**config.mk**
```make
export PLATFORM = sky130hd
export DESIGN_NAME = rx_word_arbiter
export DESIGN_NICKNAME = d
export VERILOG_FILES = /design/src/rtl/rx_word_arbiter.sv
export SDC_FILE = /design/constraint.sdc
export NUM_CORES = 1
export LEC_CHECK = 0
export CORE_AREA = 2 2 146 148
export CTS_CLUSTER_DIAMETER = 80
export CTS_CLUSTER_SIZE = 12
export DETAILED_ROUTE_END_ITERATION = 8
export DIE_AREA = 0 0 148 150
export GPL_TIMING_DRIVEN = 1
export PLACE_DENSITY = 0.72
export SETUP_SLACK_MARGIN = 0.02
export SKIP_LAST_GASP = 1
export SLEW_MARGIN = 0
export SYNTH_ARGS = -nofsm -noshare
export SYNTH_HDL_FRONTEND = slang
export SYNTH_SLANG_ARGS = --single-unit
```
**constraint.sdc**
```tcl
create_clock -name clk -period 20.9 [get_ports clk]
set_input_delay 4.18 -clock clk [delete_from_list [all_inputs] [get_ports clk]]
set_output_delay 4.18 -clock clk [all_outputs]
set_load 0.05 [all_outputs]
```
**src/rtl/rx_word_arbiter.sv**
```systemverilog
// rx_word_arbiter: shares one valid/ready word port between four receiver
// channels. One holding register per channel, round-robin grant starting
// after the last granted channel, sticky per-channel overflow flags.
// Optional link watchdog compiled in with `define RX_ARB_WATCHDOG_EN;
// without it link_ok is tied high.
//
// state  | meaning
// IDLE   | nothing offered, waiting for any full holder
// OFFER  | out_data/out_ch offered with out_valid=1 until accepted

module rx_word_arbiter #(
    parameter int                 DW       = 36,
    parameter int                 TO_BITS  = 16,
    parameter logic [TO_BITS-1:0] TO_LIMIT = 16'hFFFF
) (
    input  logic            clk,
    input  logic            res,
    input  logic [4*DW-1:0] in_data,
    input  logic [3:0]      in_valid,
    input  logic [3:0]      ch_en,
    output logic [DW-1:0]   out_data,
    output logic [1:0]      out_ch,
    output logic            out_valid,
    input  logic            out_ready,
    output logic [3:0]      ovf,
    input  logic            ovf_clr,
    output logic [3:0]      link_ok
);

    typedef enum logic {S_IDLE, S_OFFER} state_t;

    state_t          state, state_nx;
    logic [1:0]      ptr;
    logic [DW-1:0]   hold_data [4];
    logic [3:0]      hold_full;
    logic [3:0]      take;
    logic [3:0]      gnt_vec;
    logic [3:0]      ovf_set;
    logic            gnt_any;
    logic [1:0]      gnt_ch;
    logic            do_grant;

    assign take      = in_valid & ch_en;
    assign out_valid = (state == S_OFFER);

    // Round-robin search: first full holder starting at ptr+1, ptr itself last.
    always_comb begin
        logic [1:0] idx;
        gnt_any = 1'b0;
        gnt_ch  = ptr;
        idx     = ptr;
        for (int i = 1; i <= 4; i++) begin
            idx = ptr + 2'(i);
            if (!gnt_any && hold_full[idx]) begin
                gnt_any = 1'b1;
                gnt_ch  = idx;
            end
        end
    end

    // Next-state logic; a grant is taken from IDLE or on accept in OFFER.
    always_comb begin
        state_nx = state;
        do_grant = 1'b0;
        case (state)
            S_IDLE: begin
                if (gnt_any) begin
                    do_grant = 1'b1;
                    state_nx = S_OFFER;
                end
            end
            S_OFFER: begin
                if (out_ready) begin
                    if (gnt_any) begin
                        do_grant = 1'b1;
                    end else begin
                        state_nx = S_IDLE;
                    end
                end
            end
            default: state_nx = S_IDLE;
        endcase
    end

    assign gnt_vec = do_grant ? (4'b0001 << gnt_ch) : 4'b0000;
    // A holder being granted this cycle can take a new word without overflow.
    assign ovf_set = take & hold_full & ~gnt_vec;

    // State register.
    always_ff @(posedge clk or posedge res) begin
        if (res) begin
            state <= S_IDLE;
        end else begin
            state <= state_nx;
        end
    end

    // Output word register and round-robin pointer, updated on every grant.
    always_ff @(posedge clk or posedge res) begin
        if (res) begin
            out_data <= '0;
            out_ch   <= 2'd0;
            ptr      <= 2'd3;
        end else if (do_grant) begin
            out_data <= hold_data[gnt_ch];
            out_ch   <= gnt_ch;
            ptr      <= gnt_ch;
        end
    end

    // Per-channel holding registers: load when empty or being granted.
    always_ff @(posedge clk or posedge res) begin
        if (res) begin
            hold_full <= 4'b0000;
            for (int k = 0; k < 4; k++) begin
                hold_data[k] <= '0;
            end
        end else begin
            for (int k = 0; k < 4; k++) begin
                if (take[k] && (!hold_full[k] || gnt_vec[k])) begin
                    hold_data[k] <= in_data[k*DW +: DW];
                    hold_full[k] <= 1'b1;
                end else if (gnt_vec[k]) begin
                    hold_full[k] <= 1'b0;
                end
            end
        end
    end

    // Sticky overflow; a new overflow survives a simultaneous clear.
    always_ff @(posedge clk or posedge res) begin
        if (res) begin
            ovf <= 4'b0000;
        end else if (ovf_clr) begin
            ovf <= ovf_set;
        end else begin
            ovf <= ovf | ovf_set;
        end
    end

`ifdef RX_ARB_WATCHDOG_EN
    logic [TO_BITS-1:0] wd_cnt [4];
    logic [3:0]         seen;

    // Idle counters per channel; seen marks that a word has arrived since
    // enable so that link_ok stays low until real traffic is observed.
    always_ff @(posedge clk or posedge res) begin
        if (res) begin
            seen <= 4'b0000;
            for (int k = 0; k < 4; k++) begin
                wd_cnt[k] <= '0;
            end
        end else begin
            for (int k = 0; k < 4; k++) begin
                if (!ch_en[k]) begin
                    wd_cnt[k] <= '0;
                    seen[k]   <= 1'b0;
                end else if (in_valid[k]) begin
                    wd_cnt[k] <= '0;
                    seen[k]   <= 1'b1;
                end else if (wd_cnt[k] != TO_LIMIT) begin
                    wd_cnt[k] <= wd_cnt[k] + 1'b1;
                end
            end
        end
    end

    // Link is healthy while enabled, seen and not yet timed out.
    always_comb begin
        link_ok = 4'b0000;
        for (int k = 0; k < 4; k++) begin
            link_ok[k] = seen[k] & ch_en[k] & (wd_cnt[k] != TO_LIMIT);
        end
    end
`else
    assign link_ok = 4'hF;
`endif

endmodule

```
# Yosys cells after proc, flatten, opt, wreduce, memory -nomap -nowiden

Index checks and enable logic that the tools add are counted.

Register bits: 193
Output and inout port bits: 47
Input bits: 156
Logic and storage cells: 85

Bitwise logic cells: 7
Multiplexer cells: 34
Shift-type cells: 1
$add $sub $neg: 3
Reductions and logical operators: 22
Magnitude comparators: 5

Operator list:

| operator              | number |
|---|---|
| $bmux W36 S2          | 1 |
| $mux W36              | 2 |
| $mux W1               | 19 |
| $and A4 B4 Y4         | 3 |
| $lt A2 B3 Y1 const B  | 4 |
| $bmux W1 S2           | 4 |
| $mux W2               | 4 |
| $mux W4               | 2 |
| $reduce_bool A2 Y1    | 4 |
| $logic_and A1 B1 Y1   | 7 |
| $logic_not A1 Y1      | 7 |
| $add A2 B2 Y2 const B | 2 |
| $logic_or A1 B1 Y1    | 4 |
| $not A4 Y4            | 1 |
| $or A4 B4 Y4          | 1 |
| $pmux W1 S2           | 2 |
| $shl A1 B2 Y4 const A | 1 |
| $ge A3 B3 Y1 const B  | 1 |
| $not A2 Y3            | 1 |
| $add A2 B1 Y2 const B | 1 |
| $not A1 Y1            | 1 |

# Longest topological paths before layout

Gate-level depths: netlist of the first run.

Depth after elaboration: 21
Gate-level depth with buffers: 9
Gate-level depth less buffers: 5

# Least setup slack after synthesis of the first run

OpenSTA, ideal clock, no wires.

Kind: input port to flip-flop
From: in out_ready
To: reg hold_data[56] (netlist bit)
Slack: 15377 ps
Required time: 20765 ps
Path buffers: 1
Cell stages on the path: 6
Library setup time: 135 ps
Data arrival time: 5388 ps
Cells stage by stage: inv_1 a21oi_1 nand3_2 nor3_2 buf_2 o22ai_1

Cells in the longest elaborated chain, start to end: 5

RTL lines:

| item                            | RTL line | source |
|---|---|---|
| from (decl)                     | 24       | `input logic out_ready,` |
| $mux W1                         | 73       | `if (out_ready) begin` |
| $pmux W1 S2                     | 65       | `case (state)` |
| $mux W4                         | 85       | `assign gnt_vec = do_grant ? (4'b0001 << gnt_ch) : 4'b0000;` |
| $logic_or A1 B1 Y1              | 120      | `if (take[k] && (!hold_full[k] \|\| gnt_vec[k])) begin` |
| $logic_and A1 B1 Y1             | 120      |  |
| to (signal, indexed assignment) | 121      | `hold_data[k] <= in_data[k*DW +: DW];` |
| to (decl)                       | 34       | `logic [DW-1:0] hold_data [4];` |

Every way passes these cells.
A chain may end at the register's enable or synchronous reset.

# Worst setup path after layout of the first run

From: in out_ready
To: reg ovf[3]

Cells in the longest elaborated chain, start to end: 7

RTL lines:

| item                 | RTL line | source |
|---|---|---|
| $mux W1 (*)          | 73       |  |
| $pmux W1 S2 (*)      | 65       |  |
| $mux W4 (*)          | 85       |  |
| $not A4 Y4 (*)       | 87       | `assign ovf_set = take & hold_full & ~gnt_vec;` |
| $and A4 B4 Y4 (*)    | 87       |  |
| $or A4 B4 Y4         | 137      | `ovf <= ovf \| ovf_set;` |
| $mux W4 (*)          | 134      | `end else if (ovf_clr) begin` |
| to (signal assigned) | 135      | `ovf <= ovf_set;` |
| to (signal assigned) | 137      |  |
| to (decl)            | 25       | `output logic [3:0] ovf,` |

Mark *: on every way between the ends. The rest lies on a longest branch, timed or not.

==> impl_metrics.toml, run 1 <==
[setup_path]
startpoint_type = "primary input"
reg2reg_to = "hold_data[101]"
r2r_setup_slack_ns = 17.55
arrival_ns = 7.14
reg2regPathDepth = 6
crit_type = "in2reg"
r2r-start = "ptr[0]"
cp_max_fo = 42
required_ns = 21.22
cp-end-kind = "flip-flop"
cp-startpoint = "out_ready"

[sta]
setup_ws_ns = 14.08
relSlewSlack = 0.152
grt_setup_unrepaired = "false"
maxSlewViolCount = 0
min_period_ns = 6.82
tns_ns = 0
fmax_mhz = 147
finClkSkew_ns = 0.00896
final-hold-violation-count = 0
hold_ws_ns = 0.519
setup_viol = 0
worst_pin_slew_ns = 1.27
post-route-period-util = 0.326

[yosys]
synth_cell_types = 34
ys.flop_type = "dfrtp_1"
synthArstFlopShare = 1.00
yosysSeqAreaShare = 0.530
ys_seq_elements = 193
synth_edf_count = 0
synth_cells = 971
netlist_area_sq_um = 9120
avgSynthCellArea_sq_um = 9.39
synth_warnings = 0

[hold_path]
min_path_cells = 1
worstHoldPathType = "reg2reg"
worstHoldStart = "ovf[0]"
whs_endpoint = "ovf[0]"

[run]
cap_violations = 0

[clock_tree]
clock_latency_ns = 0.44
cts_setup_buffers = 0
cts_root_buffer = "clkbuf_16"
cts.sinks = 193
cts.reportedPaths.clkPinSlew_ns = 0.07
cts_buffers = 17
h-tree-depth = 4
cts.hold.buffers_added = 0
cts_tree = "done"
cts.repair.resized = 0
cts_buffer_depth = 2

[grt]
antenna_found_initial = 0
grt_pass1_wl_mm = 42.2
grt_pass1_vias = 7731
overflow = 0
track_usage = 0.243
grt_max_degree = 125

[pwr]
ir_drop_v = 0.0000808
leakagePower_uw = 0.00507
p_per_area_nw_per_um2 = 154

[cells_and_area]
syn_to_final_growth_pct = 29.5
antennaDiodeCount = 0
drive_gt1_frac = 0.0615
final_cell_mix = "297 x nand2_1, 198 x clkdlybuf4s50_1, 191 x dfrtp_1"
instances_no_fill = 1397
mostFrequentLayoutCell = "nand2_1"
design_area_sq_um = 11800
fin_nets = 1265

[routing]
drt_wl_total_mm = 26.5
post_drt_wl_per_cell_microns = 19.0
drt-pass1-iter-count = 7
ant_nets = 0
route.detailed.drc = 0
vias = 8081
vias_per_cell = 5.78
drt_iter0_drc = 985

[outcome]
outcome = "finished, final reports clean"

[place]
dp_slack_ns = 13.64
place_congestion = 0.845
dp_cells = 1365
port_buffers = 198
post_dp_cell_area_sq_um = 11200
dp_hpwl_mm = 18.0

[floorplanning]
initial_core_util = 0.441
pin_count = 203
coreArea_sq_um = 20700
num_rows = 53
dieArea_sq_um = 22200
dieWidth_microns = 148
fp.dieH_microns = 150
-- cells by family after synthesis --
logic type / share of synthesized area
AOI/OAI and AO/OA: 0.202
buffers and inverters: 0.0524
DFF: 0.530
muxes: 0.0445
other: 0.000411
and+or+nand+nor: 0.170
-- per-stage QoR --
| step | power, uW | util |
|---|---|---|
| after CTS | 1810 | 0.571 |
| after floorplan | 1220 | - |
| after global routing | 1920 | 0.571 |
| after detailed placement | 1470 | 0.541 |
| after global placement | 1460 | 0.541 |
| final | 1820 | 0.571 |
-- routing by layer --
| layer | vias up | GRT usage | part of all wire |
|---|---|---|---|
| li1 | 3762 | - | - |
| met1 | 3887 | 0.357 | 0.44 |
| met5 | - | 0 | 0 |
| met2 | 397 | 0.356 | 0.46 |
| met4 | 0 | 0.0648 | 0.016 |
| met3 | 35 | 0.0646 | 0.083 |
-- how the worst max path moves through the flow --
stage	end	slack (ns)	cells past startpoint
global route	ovf[3]	13.86	6
floorplan	hold_data[0]	11.47	1
global placement	ovf[3]	13.69	6
CTS	ovf[3]	14.11	6
finish	ovf[3]	14.08	6
detailed placement	ovf[3]	13.64	6
-- critical path, stage by stage --
cell	delay, ns
clkdlybuf4s50_1	0.50
inv_1	0.07
a21oi_1	0.34
nand3_2	0.75
o21a_1	0.91
a22o_1	0.37
-- synth_stat cells (all sizes together) (3+ instances only) --
| master | n | area (sq um) |
|---|---|---|
| nand2 | 297 | 1110 |
| a221o | 36 | 360 |
| o31ai | 36 | 270 |
| a21oi | 41 | 209 |
| nand4 | 36 | 225 |
| dfrtp | 191 | 4780 |
| a21o | 3 | 22.5 |
| nor3 | 3 | 42.5 |
| or2 | 3 | 18.8 |
| buf | 38 | 219 |
| and2 | 5 | 31.3 |
| o22ai | 144 | 901 |
| a22o | 4 | 35.0 |
| o21a | 3 | 22.5 |
| mux2 | 36 | 405 |
| clkbuf | 66 | 248 |
| nand2b | 8 | 50.1 |
| nor2 | 4 | 15.0 |
| inv | 3 | 11.3 |
-- registers in the layout (all words and copies together) (netlist names) --
register   flops
hold_data    144
hold_full      4
out_ch         2
out_data      36
out_valid      1
ovf            4
ptr            2
-- final cells by class --
cell class / instances / area [sq um]
inverters: 3 / 18.8
repair buffers: 220 / 2150
well taps: 275 / 344
clock inverters: 13 / 160
multi-input cells: 674 / 3850
fillers: 1774 / 8880
clock buffers: 19 / 453
flip-flops and latches: 193 / 4830
-- power by group --
| group | total (uW) | switching [uW] | internal, uW |
|---|---|---|---|
| clock | 337 | 143 | 195 |
| sequential | 649 | 109 | 540 |
| combinational | 830 | 515 | 314 |
(Power assumes the default switching activity.)
==> run 2: changes to the inputs <==
Settings changed: PLACE_DENSITY 0.72 to 0.74.
Clock period 20.9 ns to 5.5 ns, I/O delays scaled along.
==> run 2 against run 1 <==
Effect of this change:
- via count increased by 0.77%
- critical path depth is the same
- flip-flop and latch count did not move
- critical path type is now reg2reg
- power grew to 3.8 times the previous value
- worst setup slack worse by 12 ns
==> impl_metrics.toml, run 2 (synthesis results as in run 1) <==
[clock_tree]
cts.repair.resized = 0
cts_buffer_depth = 2
clock_latency_ns = 0.44
cts_root_buffer = "clkbuf_16"
cts_buffers = 17
cts_setup_buffers = 0
h-tree-depth = 4
cts_tree = "done"
cts.sinks = 193
cts.reportedPaths.clkPinSlew_ns = 0.07
cts.hold.buffers_added = 0

[grt]
overflow = 0
antenna_found_initial = 0
grt_pass1_vias = 7877
grt_pass1_wl_mm = 42.8
grt_max_degree = 127
track_usage = 0.247

[sta]
grt_setup_unrepaired = "false"
final-hold-violation-count = 0
maxSlewViolCount = 0
finClkSkew_ns = 0.00595
fmax_mhz = 302
post-route-period-util = 0.602
hold_ws_ns = 0.510
tns_ns = 0
setup_viol = 0
min_period_ns = 3.31
worst_pin_slew_ns = 1.28
relSlewSlack = 0.145

[run]
cap_violations = 0

[pwr]
p_int_uw = 3980
clkPwrFrac = 0.184
p_per_area_nw_per_um2 = 587
ir_drop_v = 0.000416
netSwitchingFraction = 0.427
p_switching_uw = 2960
leakagePower_uw = 0.00508
pwr-share-seq = 0.354
p_comb_frac = 0.463

[cells_and_area]
largest_register_ffs = 144
antennaDiodeCount = 0
final_cell_mix = "297 x nand2_1, 198 x clkdlybuf4s50_1, 191 x dfrtp_1"
mostFrequentLayoutCell = "nand2_1"
drive_gt1_frac = 0.0648
reg_top3 = "hold_data x144, out_data x36"
syn_to_final_growth_pct = 29.8
largest_register = "hold_data"
fin_util = 0.572
design_area_sq_um = 11800
fin_nets = 1269

[floorplanning]
coreArea_sq_um = 20700
dieWidth_microns = 148
num_rows = 53
pin_count = 203
dieArea_sq_um = 22200
fp.dieH_microns = 150
initial_core_util = 0.441

[setup_path]
path_buf_inv = 1
arrival_ns = 3.63
r2r_setup_slack_ns = 2.19
cp_max_fo = 37
path_cells = "nor2_1 > nand2_1 > nand3_1 > nor3_4 > buf_4 > o22ai_1"
crit_type = "reg2reg"
max_stage_delay_ns = 0.93
path_delay_family = "simple AND/OR/NAND/NOR gates"
startpoint_type = "flip-flop"
slowest_stage = "nand2_1"
cp-end-kind = "flip-flop"
required_ns = 5.82

[routing]
drt_iter0_drc = 926
post_drt_wl_per_cell_microns = 19.3
route.detailed.drc = 0
drt-pass1-iter-count = 5
vias = 8143
vias_per_cell = 5.81
drt_wl_total_mm = 27.0
ant_nets = 0

[place]
dp_hpwl_mm = 18.4
port_buffers = 198
post_dp_cell_area_sq_um = 11200
place_congestion = 0.843

[hold_path]
worstHoldPathType = "reg2reg"

[outcome]
outcome = "finished, final reports clean"
## run 2: cell count changes in the layout (fill, tap and decap cells not counted), sizes merged
| cell | previous run | this run |
|---|---|---|
| inv | 4 | 6 |
| clkinvlp | 1 | 3 |
| clkbuf | 19 | 17 |
| clkinv | 8 | 6 |
| buf | 22 | 26 |
## run 2: per-layer routing
metal,wire length (microns),GRT usage
met1,11700,0.354
met2,12500,0.379
met3,2050,0.0445
met4,801,0.0886
met5,0,0
## run 2: layout make-up
class,instances,area [sq um]
Sequential cell,193,4830
Timing Repair Buffer,224,2190
Clock inverter,15,181
Inverter,3,15.0
Multi-Input combinational cell,674,3840
Tap cell,275,344
Fill cell,1850,8860
Clock buffer,17,425
## run 2: final timing paths
path | from | end | cells past startpoint
worst max-delay path | hold_full[0] | hold_data[57] | 6
worst min-delay path | ovf[2] | ovf[2] | 1
worst max register to register | hold_full[0] | hold_data[57] | 6
worst min register to register | ovf[2] | ovf[2] | 1
max in group asynchronous | res | hold_data[30] | 3
min in group asynchronous | res | hold_data[77] | 2
## run 2: through the flow
step	worst slack, ns	total power [uW]	cells
finish	2.19	6950	1401
global route	1.99	7330	1401
CTS	2.21	6930	1401
detailed placement	1.76	5630	1369
global placement	1.85	5550	1369
floorplan	1.91	4650	974
## run 2: power groups by stage
stage	clock network (uW)	registers (uW)	logic [uW]
2_1_floorplan	0	2730	1920
3_3_place_gp	0	2460	3090
3_5_place_dp	0	2450	3170
4_1_cts	1290	2440	3190
5_1_grt	1350	2520	3460
6_report	1280	2460	3210
